File: config.mk
export PLATFORM = sky130hd
export DESIGN_NAME = inv_key_schedule
export DESIGN_NICKNAME = d
export VERILOG_FILES = /design/src/rtl/aes_pkg.sv /design/src/rtl/Rcon.sv /design/src/rtl/RotWord.sv /design/src/rtl/SubWord.sv /design/src/rtl/ks_step.sv /design/src/rtl/inv_key_schedule.sv
export SDC_FILE = /design/constraint.sdc
export NUM_CORES = 1
export LEC_CHECK = 0
export ABC_AREA = 1
export BUFFER_PORTS_ARGS = -buffer_cell sky130_fd_sc_hd__buf_2
export CORE_ASPECT_RATIO = 1.4
export CORE_MARGIN = 2
export CORE_UTILIZATION = 27
export DETAILED_ROUTE_END_ITERATION = 8
export MAX_ROUTING_LAYER = met4
export PLACE_DENSITY = 0.52
export SLEW_MARGIN = 15
export SYNTH_ARGS = -nofsm -noshare
export SYNTH_HDL_FRONTEND = slang
export SYNTH_SLANG_ARGS = --single-unit
File: constraint.sdc
create_clock -name clk -period 3.43 [get_ports clk]
set_input_delay 0.1715 -clock clk [delete_from_list [all_inputs] [get_ports clk]]
set_output_delay 0.1715 -clock clk [all_outputs]
set_load 0.01 [all_outputs]
File: src/rtl/aes_pkg.sv
// rtl/aes_pkg.sv - shared AES-128 key-schedule constants, state encoding and Rcon table
package aes_pkg;

    localparam int NR = 10;

    typedef enum logic [1:0] {
        IDLE = 2'd0,
        FWD  = 2'd1,
        REV  = 2'd2
    } ksState_t;

    // Rcon bytes for rounds 1..10, round 1 in the most significant byte
    localparam logic [79:0] RCON_TAB = 80'h01_02_04_08_10_20_40_80_1b_36;

endpackage

File: src/rtl/Rcon.sv
// rtl/Rcon.sv - round constant word for key-expansion rounds 1..NR
module Rcon
    import aes_pkg::*;
(
    input  logic [3:0]  round,
    output logic [0:31] rconWord
);

    logic [3:0] offset;

    // look up the round constant; indices outside 1..NR yield zero
    always_comb begin
        offset   = 4'(NR) - round;
        rconWord = '0;
        if (round >= 4'd1 && round <= 4'(NR))
            rconWord = {RCON_TAB[{offset, 3'b000} +: 8], 24'h000000};
    end

endmodule

File: src/rtl/RotWord.sv
// rtl/RotWord.sv - cyclic one-byte left rotation of a key word
module RotWord (
    input  logic [0:31] wordIn,
    output logic [0:31] wordOut
);

    assign wordOut = {wordIn[8:31], wordIn[0:7]};

endmodule

File: src/rtl/SubWord.sv
// rtl/SubWord.sv - AES S-box applied to each byte of a key word
module SubWord (
    input  logic [0:31] wordIn,
    output logic [0:31] wordOut
);

    // S-box row-major, entry 0x00 in the most significant byte
    localparam logic [2047:0] SBOX = {
        128'h637c777bf26b6fc53001672bfed7ab76,
        128'hca82c97dfa5947f0add4a2af9ca472c0,
        128'hb7fd9326363ff7cc34a5e5f171d83115,
        128'h04c723c31896059a071280e2eb27b275,
        128'h09832c1a1b6e5aa0523bd6b329e32f84,
        128'h53d100ed20fcb15b6acbbe394a4c58cf,
        128'hd0efaafb434d338545f9027f503c9fa8,
        128'h51a3408f929d38f5bcb6da2110fff3d2,
        128'hcd0c13ec5f974417c4a77e3d645d1973,
        128'h60814fdc222a908846eeb814de5e0bdb,
        128'he0323a0a4906245cc2d3ac629195e479,
        128'he7c8376d8dd54ea96c56f4ea657aae08,
        128'hba78252e1ca6b4c6e8dd741f4bbd8b8a,
        128'h703eb5664803f60e613557b986c11d9e,
        128'he1f8981169d98e949b1e87e9ce5528df,
        128'h8ca1890dbfe6426841992d0fb054bb16
    };

    function automatic logic [7:0] sbox(input logic [7:0] b);
        return SBOX[{~b, 3'b000} +: 8];
    endfunction

    assign wordOut = {sbox(wordIn[0:7]), sbox(wordIn[8:15]),
                      sbox(wordIn[16:23]), sbox(wordIn[24:31])};

endmodule

File: src/rtl/ks_step.sv
// rtl/ks_step.sv - one forward or inverse AES-128 key-expansion step around a shared SubWord
module ks_step (
    input  logic         dir,
    input  logic [0:127] keyIn,
    input  logic [0:31]  rconWord,
    output logic [0:127] keyOut
);

    logic [0:31] w0, w1, w2, w3;
    logic [0:31] p3, subIn, rotOut, subOut, t;

    assign w0 = keyIn[0:31];
    assign w1 = keyIn[32:63];
    assign w2 = keyIn[64:95];
    assign w3 = keyIn[96:127];

    // the inverse step must first recover the previous w3 before it can feed SubWord
    assign p3    = w3 ^ w2;
    assign subIn = dir ? p3 : w3;

    RotWord uRot (.wordIn(subIn),  .wordOut(rotOut));
    SubWord uSub (.wordIn(rotOut), .wordOut(subOut));

    assign t = w0 ^ subOut ^ rconWord;

    // forward chains the new words left to right; inverse undoes that chaining
    always_comb begin
        keyOut = '0;
        if (dir)
            keyOut = {t, w1 ^ w0, w2 ^ w1, p3};
        else
            keyOut = {t, t ^ w1, t ^ w1 ^ w2, t ^ w1 ^ w2 ^ w3};
    end

endmodule

File: src/rtl/inv_key_schedule.sv
// rtl/inv_key_schedule.sv - iterative AES-128 inverse key scheduler (optional key cache: INV_KS_KEY_CACHE_EN)
module inv_key_schedule #(
    parameter int NR = 10
) (
    input  logic         clk,
    input  logic         rst,
    input  logic         start,
    input  logic [0:127] key_in,
    output logic         busy,
    output logic         rk_valid,
    input  logic         rk_ready,
    output logic [0:127] rk,
    output logic [3:0]   rk_round,
    output logic         done
);

    import aes_pkg::*;

    localparam logic [3:0] LAST_ROUND = 4'(NR);

    ksState_t     state, nextState;
    logic [0:127] keyReg, stepOut, cachedKey;
    logic [3:0]   cnt, rconIdx;
    logic [0:31]  rconWord;
    logic         stepDir, cacheHit, doneReg;

    // forward step at count c produces round c+1; inverse step from round r uses Rcon(r)
    assign rconIdx = (state == FWD) ? cnt + 4'd1 : cnt;
    assign stepDir = (state == REV);

    Rcon uRcon (.round(rconIdx), .rconWord(rconWord));

    ks_step uStep (
        .dir      (stepDir),
        .keyIn    (keyReg),
        .rconWord (rconWord),
        .keyOut   (stepOut)
    );

`ifdef INV_KS_KEY_CACHE_EN
    logic [0:127] cacheTag;
    logic         cacheValid;

    assign cacheHit = cacheValid && (key_in == cacheTag);

    // remember the latest cipher key and its round-10 key once the forward pass completes
    always_ff @(posedge clk) begin
        if (rst) begin
            cacheValid <= 1'b0;
            cacheTag   <= '0;
            cachedKey  <= '0;
        end else if (state == IDLE && start && !cacheHit) begin
            cacheTag   <= key_in;
            cacheValid <= 1'b0;
        end else if (state == FWD && cnt == LAST_ROUND - 4'd1) begin
            cachedKey  <= stepOut;
            cacheValid <= 1'b1;
        end
    end
`else
    assign cacheHit  = 1'b0;
    assign cachedKey = '0;
`endif

    // state register
    always_ff @(posedge clk) begin
        if (rst)
            state <= IDLE;
        else
            state <= nextState;
    end

    // next-state decode
    always_comb begin
        nextState = state;
        case (state)
            IDLE: if (start) nextState = cacheHit ? REV : FWD;
            FWD:  if (cnt == LAST_ROUND - 4'd1) nextState = REV;
            REV:  if (rk_ready && cnt == 4'd0) nextState = IDLE;
            default: nextState = IDLE;
        endcase
    end

    // key register, round counter and done pulse
    always_ff @(posedge clk) begin
        if (rst) begin
            keyReg  <= '0;
            cnt     <= 4'd0;
            doneReg <= 1'b0;
        end else begin
            doneReg <= (state == REV) && rk_ready && (cnt == 4'd0);
            case (state)
                IDLE: begin
                    if (start) begin
                        keyReg <= cacheHit ? cachedKey : key_in;
                        cnt    <= cacheHit ? LAST_ROUND : 4'd0;
                    end
                end
                FWD: begin
                    keyReg <= stepOut;
                    cnt    <= cnt + 4'd1;
                end
                REV: begin
                    if (rk_ready && cnt != 4'd0) begin
                        keyReg <= stepOut;
                        cnt    <= cnt - 4'd1;
                    end
                end
                default: ;
            endcase
        end
    end

    // outputs; the working key stays hidden until the reverse walk begins
    always_comb begin
        busy     = (state != IDLE);
        rk_valid = (state == REV);
        rk       = (state == REV) ? keyReg : '0;
        rk_round = (state == REV) ? cnt : 4'd0;
        done     = doneReg;
    end

endmodule

==> results of run 1 <==
[critical path, stage by stage (launching register included)]
cell	delay (ns)
dfxtp_1	0.38
ha_4	0.27
inv_8	0.08
buf_12	0.15
buf_8	0.14
nand2_1	0.10
nand2_4	0.11
clkbuf_16	0.19
ha_1	0.19
inv_1	0.13
nand2_1	0.08
a31oi_1	0.25
a21oi_1	0.16
nand2_1	0.11
nand3_2	0.14
buf_4	0.17
nand3_1	0.11
nand3_2	0.13
nand3_1	0.09
nand3_1	0.07
nand2_1	0.07
a21oi_1	0.05
[flip-flops by register name, indices dropped and copies added, names as in the netlist]
| register | cells |
|---|---|
| cnt | 4 |
| state | 2 |
| done | 1 |
| keyReg | 128 |
[synth_stat cells, drive strengths merged, types with 34 or more instances]
| library cell | count |
|---|---|
| a21oi | 205 |
| buf | 158 |
| clkbuf | 114 |
| dfxtp | 135 |
| ha | 66 |
| inv | 377 |
| nand2 | 1522 |
| nand3 | 991 |
| nand4 | 34 |
| nor2 | 118 |
| o211ai | 80 |
| o21a | 58 |
| o21ai | 203 |
| xor2 | 53 |
[layer usage]
| metal | vias to the layer above | wire length (um) |
|---|---|---|
| met1 | 15400 | 55400 |
| li1 | 15500 | - |
| met3 | 413 | 8330 |
| met4 | 0 | 8660 |
| met5 | - | 0 |
| met2 | 1491 | 66400 |
[cell families (layout without fill, tap and decap cells)]
family | Yosys count | count (layout) | share of synthesized area
AO/OA/AOI/OAI | 602 | 602 | 0.160
adder cells (fa/ha/maj) | 66 | 66 | 0.0368
flip-flops | 135 | 135 | 0.120
other | 0 | 1 | 0
XOR/XNOR | 79 | 79 | 0.0312
AND/OR/NAND/NOR | 2703 | 2704 | 0.526
buffers and inverters | 653 | 1410 | 0.126
[layout make-up]
class                      count  area (um^2)
antenna                        1         2.50
sequential                   135         2700
clock inverter                12          126
clock buffer                  20          467
timing repair buffer         997         8030
fill                        9187        50000
tap                         1079         1350
inverter                     381         1450
multi-input combinational   3451        18600
[worst paths after layout]
kind / startpoint / to / slack, ns / depth (start not counted)
worst min register to register: keyReg[7] / keyReg[7] / 0.49 / 2
worst max register to register: state[1] / keyReg[95] / 0.09 / 21
worst min-delay path: key_in[7] / keyReg[7] / 0.02 / 3
worst max-delay path: state[1] / keyReg[95] / 0.09 / 21
[stage by stage]
stage | hold slack [ns] | setup slack (ns)
global placement | 0.453 | -0.214
CTS | 0.00245 | 0.000879
finish | 0.0162 | 0.0907
detailed placement | 0.455 | -0.166
floorplan | 0.320 | 0.230
global route | 0.0197 | -0.103
[repair_timing]
action / CTS / global route
gates cloned: 2 / 11
endpoints found under the hold margin: 44 / 0
setup buffers: 4 / 47
hold buffers: 44 / 0
pin swaps: 5 / 60
gates resized for setup: 66 / 408
setup endpoints to repair: 77 / 126
==> results.ini, run 1 <==
[status]
outcome = finished clean

[sta]
hold_violations = 0
fin_setup_tns_ns = 0
maxSlewViolCount = 0
period_share = 0.974
layout_min_cycle_time_ns = 3.34
tightest_slew_ns = 0.903
rsz0062_at_grt = yes
worst_slew_margin_rel = 0.398
fmax_mhz = 299
finalSetupViolCount = 0
skew_ns = 0.0225

[clock_tree]
cts_made_buffers = 17
clock-sinks = 135
clockRootBuffer = clkbuf_16
cts_tree = built
cts_max_level = 4
clk_latency_ns = 0.52
cts.clk_slew.worst_paths_ns = 0.07
cts_max_path_buffers = 2

[grt]
grt_usage = 0.315
grt.busiest_layer = met2
grt_max_degree = 144
grt_pass1_wl_um = 197000
global_route.usage.met3 = 0.0323
use_met1 = 0.373
antenna_found_initial = 2
grt-ovfl-total = 0
grt_pass1_vias = 30800
met2_usage = 0.521

[routing]
routed_wl_um = 139000
firstDrtPassIters = 6
avgRoutedWirePerCell_um = 22.8
viasPerCell = 5.39
drt_iter0_drc = 2737
num_vias = 32800
ant_nets = 0
drc = 0

[die]
die_w_um = 248
rows = 125
die_area_um2 = 85500
initial_core_util = 0.271
core-area_um2 = 82700
io_pins = 267
die_h_um = 345

[logic_synthesis]
synth.cell_area_um2 = 22400
netlist_instances = 4238
synthTopCellsByArea = nand2_1 (25%), nand3_1 (22%), dfxtp_1 (12%)
synth_top_area_frac = 0.248
yosys.area.top_type = nand2_1
yosysWarnings = 0
synth_fp_nets = 4436
synthFlopType = dfxtp_1
async_reset_ff_frac = 0
synth-edff-count = 0
ys_ff_latch = 135
ys_seq_area_frac = 0.120
syn_area_per_cell_um2 = 5.30
netlist-cell-type-count = 50

[critical_path]
cp-end-kind = register
critPathLaunchType = register
cp_max_fo = 9
path_class = reg -> reg
arrival_ns = 3.72
critical_path_required_ns = 3.81

[placed_design]
io_buffers = 266
gp_congestion = 1.06
place_area_um2 = 29100
post-place-cells = 5935
dp_hpwl_um = 104000

[final_layout]
layout_common_cells = nand2_1 (1368), nand3_1 (856), buf_4 (588), inv_1 (337), buf_2 (265)
finalNonFillerCells = 6076
drive_above_1_share = 0.285
fin_area_um2 = 32700
syn2layout_area_growth_pct = 45.8
fin_util = 0.396
nets = 5181
final_common_cell = nand2_1

[min_path]
hold_path.class = in -> reg

[run]
maxCapViolations = 0

Power of run 1 is not shown: default switching activity piles up to over one toggle a cycle in this logic, so the estimate is an artifact.
==> inputs of run 2 (changes only) <==
--- a/config.mk
+++ b/config.mk
@@ -13,6 +13,7 @@
 export DETAILED_ROUTE_END_ITERATION = 8
 export MAX_ROUTING_LAYER = met4
 export PLACE_DENSITY = 0.52
+export REMOVE_ABC_BUFFERS = 1
 export SLEW_MARGIN = 15
 export SYNTH_ARGS = -nofsm -noshare
 export SYNTH_HDL_FRONTEND = slang
==> run 2 against run 1 <==
Routed wire length fell by 0.97%. Register-to-register slack improved by 0.07 ns. Non-clock buffer count fell by 36. Die area did not move. Clock skew rose by 0.0014 ns. Sequential cell count did not move.
==> results.ini, run 2 (synthesized netlist as in run 1, its figures left out) <==
[critical_path]
critPathLaunchType = register
path_class = reg -> reg
arrival_ns = 3.66
cp_max_fo = 8
cp-end-kind = register
critical_path_required_ns = 3.82

[status]
outcome = finished clean

[placed_design]
gp_congestion = 1.06
dp_hpwl_um = 105000
io_buffers = 266

[final_layout]
drive_above_1_share = 0.268
layout_common_cells = nand2_1 (1391), nand3_1 (867), buf_4 (513), inv_1 (331), buf_2 (265)
syn2layout_area_growth_pct = 43.7
final_common_cell = nand2_1
fillerInstances = 9289
largest_reg_flops = 128
nets = 5145
max_flop_register = keyReg
largestRegisters = keyReg x128, cnt x4, state x2

[die]
core-area_um2 = 82700
io_pins = 267
initial_core_util = 0.271
die_area_um2 = 85500
die_h_um = 345
die_w_um = 248
rows = 125

[sta]
maxSlewViolCount = 0
layout_min_cycle_time_ns = 3.27
period_share = 0.954
hold_violations = 0
skew_ns = 0.0239
finalSetupViolCount = 0
hold_ws_ns = 0.0242
rsz0062_at_grt = yes
tightest_slew_ns = 0.786
worst_slew_margin_rel = 0.476
fmax_mhz = 305

[grt]
grt_usage = 0.316
grt_pass1_vias = 30900
antenna_found_initial = 1
grt_pass1_wl_um = 197000
grt_max_degree = 144
grt-ovfl-total = 0

[clock_tree]
cts_tree = built
cts_max_level = 4
cts_made_buffers = 17
clock-sinks = 135
cts_max_path_buffers = 2
cts.clk_slew.worst_paths_ns = 0.07
clk_latency_ns = 0.54
clockRootBuffer = clkbuf_16

[routing]
num_vias = 32500
avgRoutedWirePerCell_um = 22.8
ant_nets = 0
drt_iter0_drc = 2686
drc = 0
firstDrtPassIters = 5
viasPerCell = 5.38
routed_wl_um = 137000

[run]
maxCapViolations = 0

[min_path]
hold_path.class = in -> reg

[run 2: cell count changes in the layout (fill, tap and decap cells not counted), sizes merged]
| cell | previous run | this run |
|---|---|---|
| buf | 942 | 882 |
| dlygate4sd3 | 44 | 73 |
| clkbuf | 30 | 25 |
| clkinvlp | 3 | 5 |
| bufbuf | 1 | 0 |
| bufinv | 2 | 1 |
| inv | 378 | 379 |
| nand3 | 992 | 991 |
[run 2: timing repair]
| item | in CTS | in global routing |
|---|---|---|
| buffers inserted | 0 | 32 |
| pin swaps | 1 | 47 |
| setup endpoints to repair | 27 | 124 |
| hold buffers | 73 | 0 |
| gates resized for setup | 17 | 394 |
| gates cloned | 0 | 7 |
| endpoints found under the hold margin | 73 | 0 |
[run 2: final timing paths]
| kind | start | end | slack, ns | depth (start not counted) |
|---|---|---|---|---|
| max | state[0] | keyReg[95] | 0.16 | 24 |
| min | key_in[32] | keyReg[32] | 0.02 | 4 |
| max reg2reg | state[0] | keyReg[95] | 0.16 | 24 |
| min reg2reg | keyReg[7] | keyReg[7] | 0.49 | 2 |
[run 2: cell type report]
type                       count  area (um^2)  share of cell area
timing repair inverter         1         16.3            0.000504
timing repair buffer         961         7860               0.244
clock buffer                  19          453              0.0140
antenna                        1         2.50           0.0000776
tap                         1079         1350              0.0419
sequential                   135         2710              0.0839
multi-input combinational   3450        18300               0.567
inverter                     381         1450              0.0450
clock inverter                13          121             0.00376
[run 2: per-layer routing]
layer  up-vias  wire [um]  track usage
met5         -          0            -
met4         0      10700        0.202
met3       471       7150       0.0276
met2      1419      67300        0.534
met1     15200      52300        0.354
li1      15400          -            -
[run 2: metrics by stage]
step / instance area (um^2) / setup slack [ns] / TNS, ns / utilization / instances
global placement: 29000 / -0.0662 / -0.334 / 0.350 / 5895
CTS: 30400 / -0.0200 / -0.0309 / 0.367 / 6000
floorplan: 21100 / -5.63 / -874.78 / - / 3966
global route: 32300 / -0.0653 / -0.683 / 0.390 / 6040
finish: 32300 / 0.156 / 0 / 0.390 / 6040
detailed placement: 29000 / -0.0903 / -0.486 / 0.350 / 5895
[run 2: critical path: stages (launching register included)]
cell	delay [ns]
dfxtp_2	0.33
inv_2	0.07
ha_4	0.20
clkinv_8	0.13
buf_12	0.17
nand2_2	0.08
a21boi_4	0.28
ha_2	0.22
inv_1	0.09
nand2_2	0.10
buf_12	0.14
nand2_2	0.08
buf_4	0.13
o211ai_1	0.17
nand3_1	0.13
nand3_2	0.12
nand3_2	0.11
nand2_2	0.09
nand2_1	0.08
nand3_2	0.09
nand2_1	0.06
nand2_1	0.05
nand3_1	0.06
nand2_1	0.09
a21oi_1	0.05
Power of run 2 is left out for the same reason.
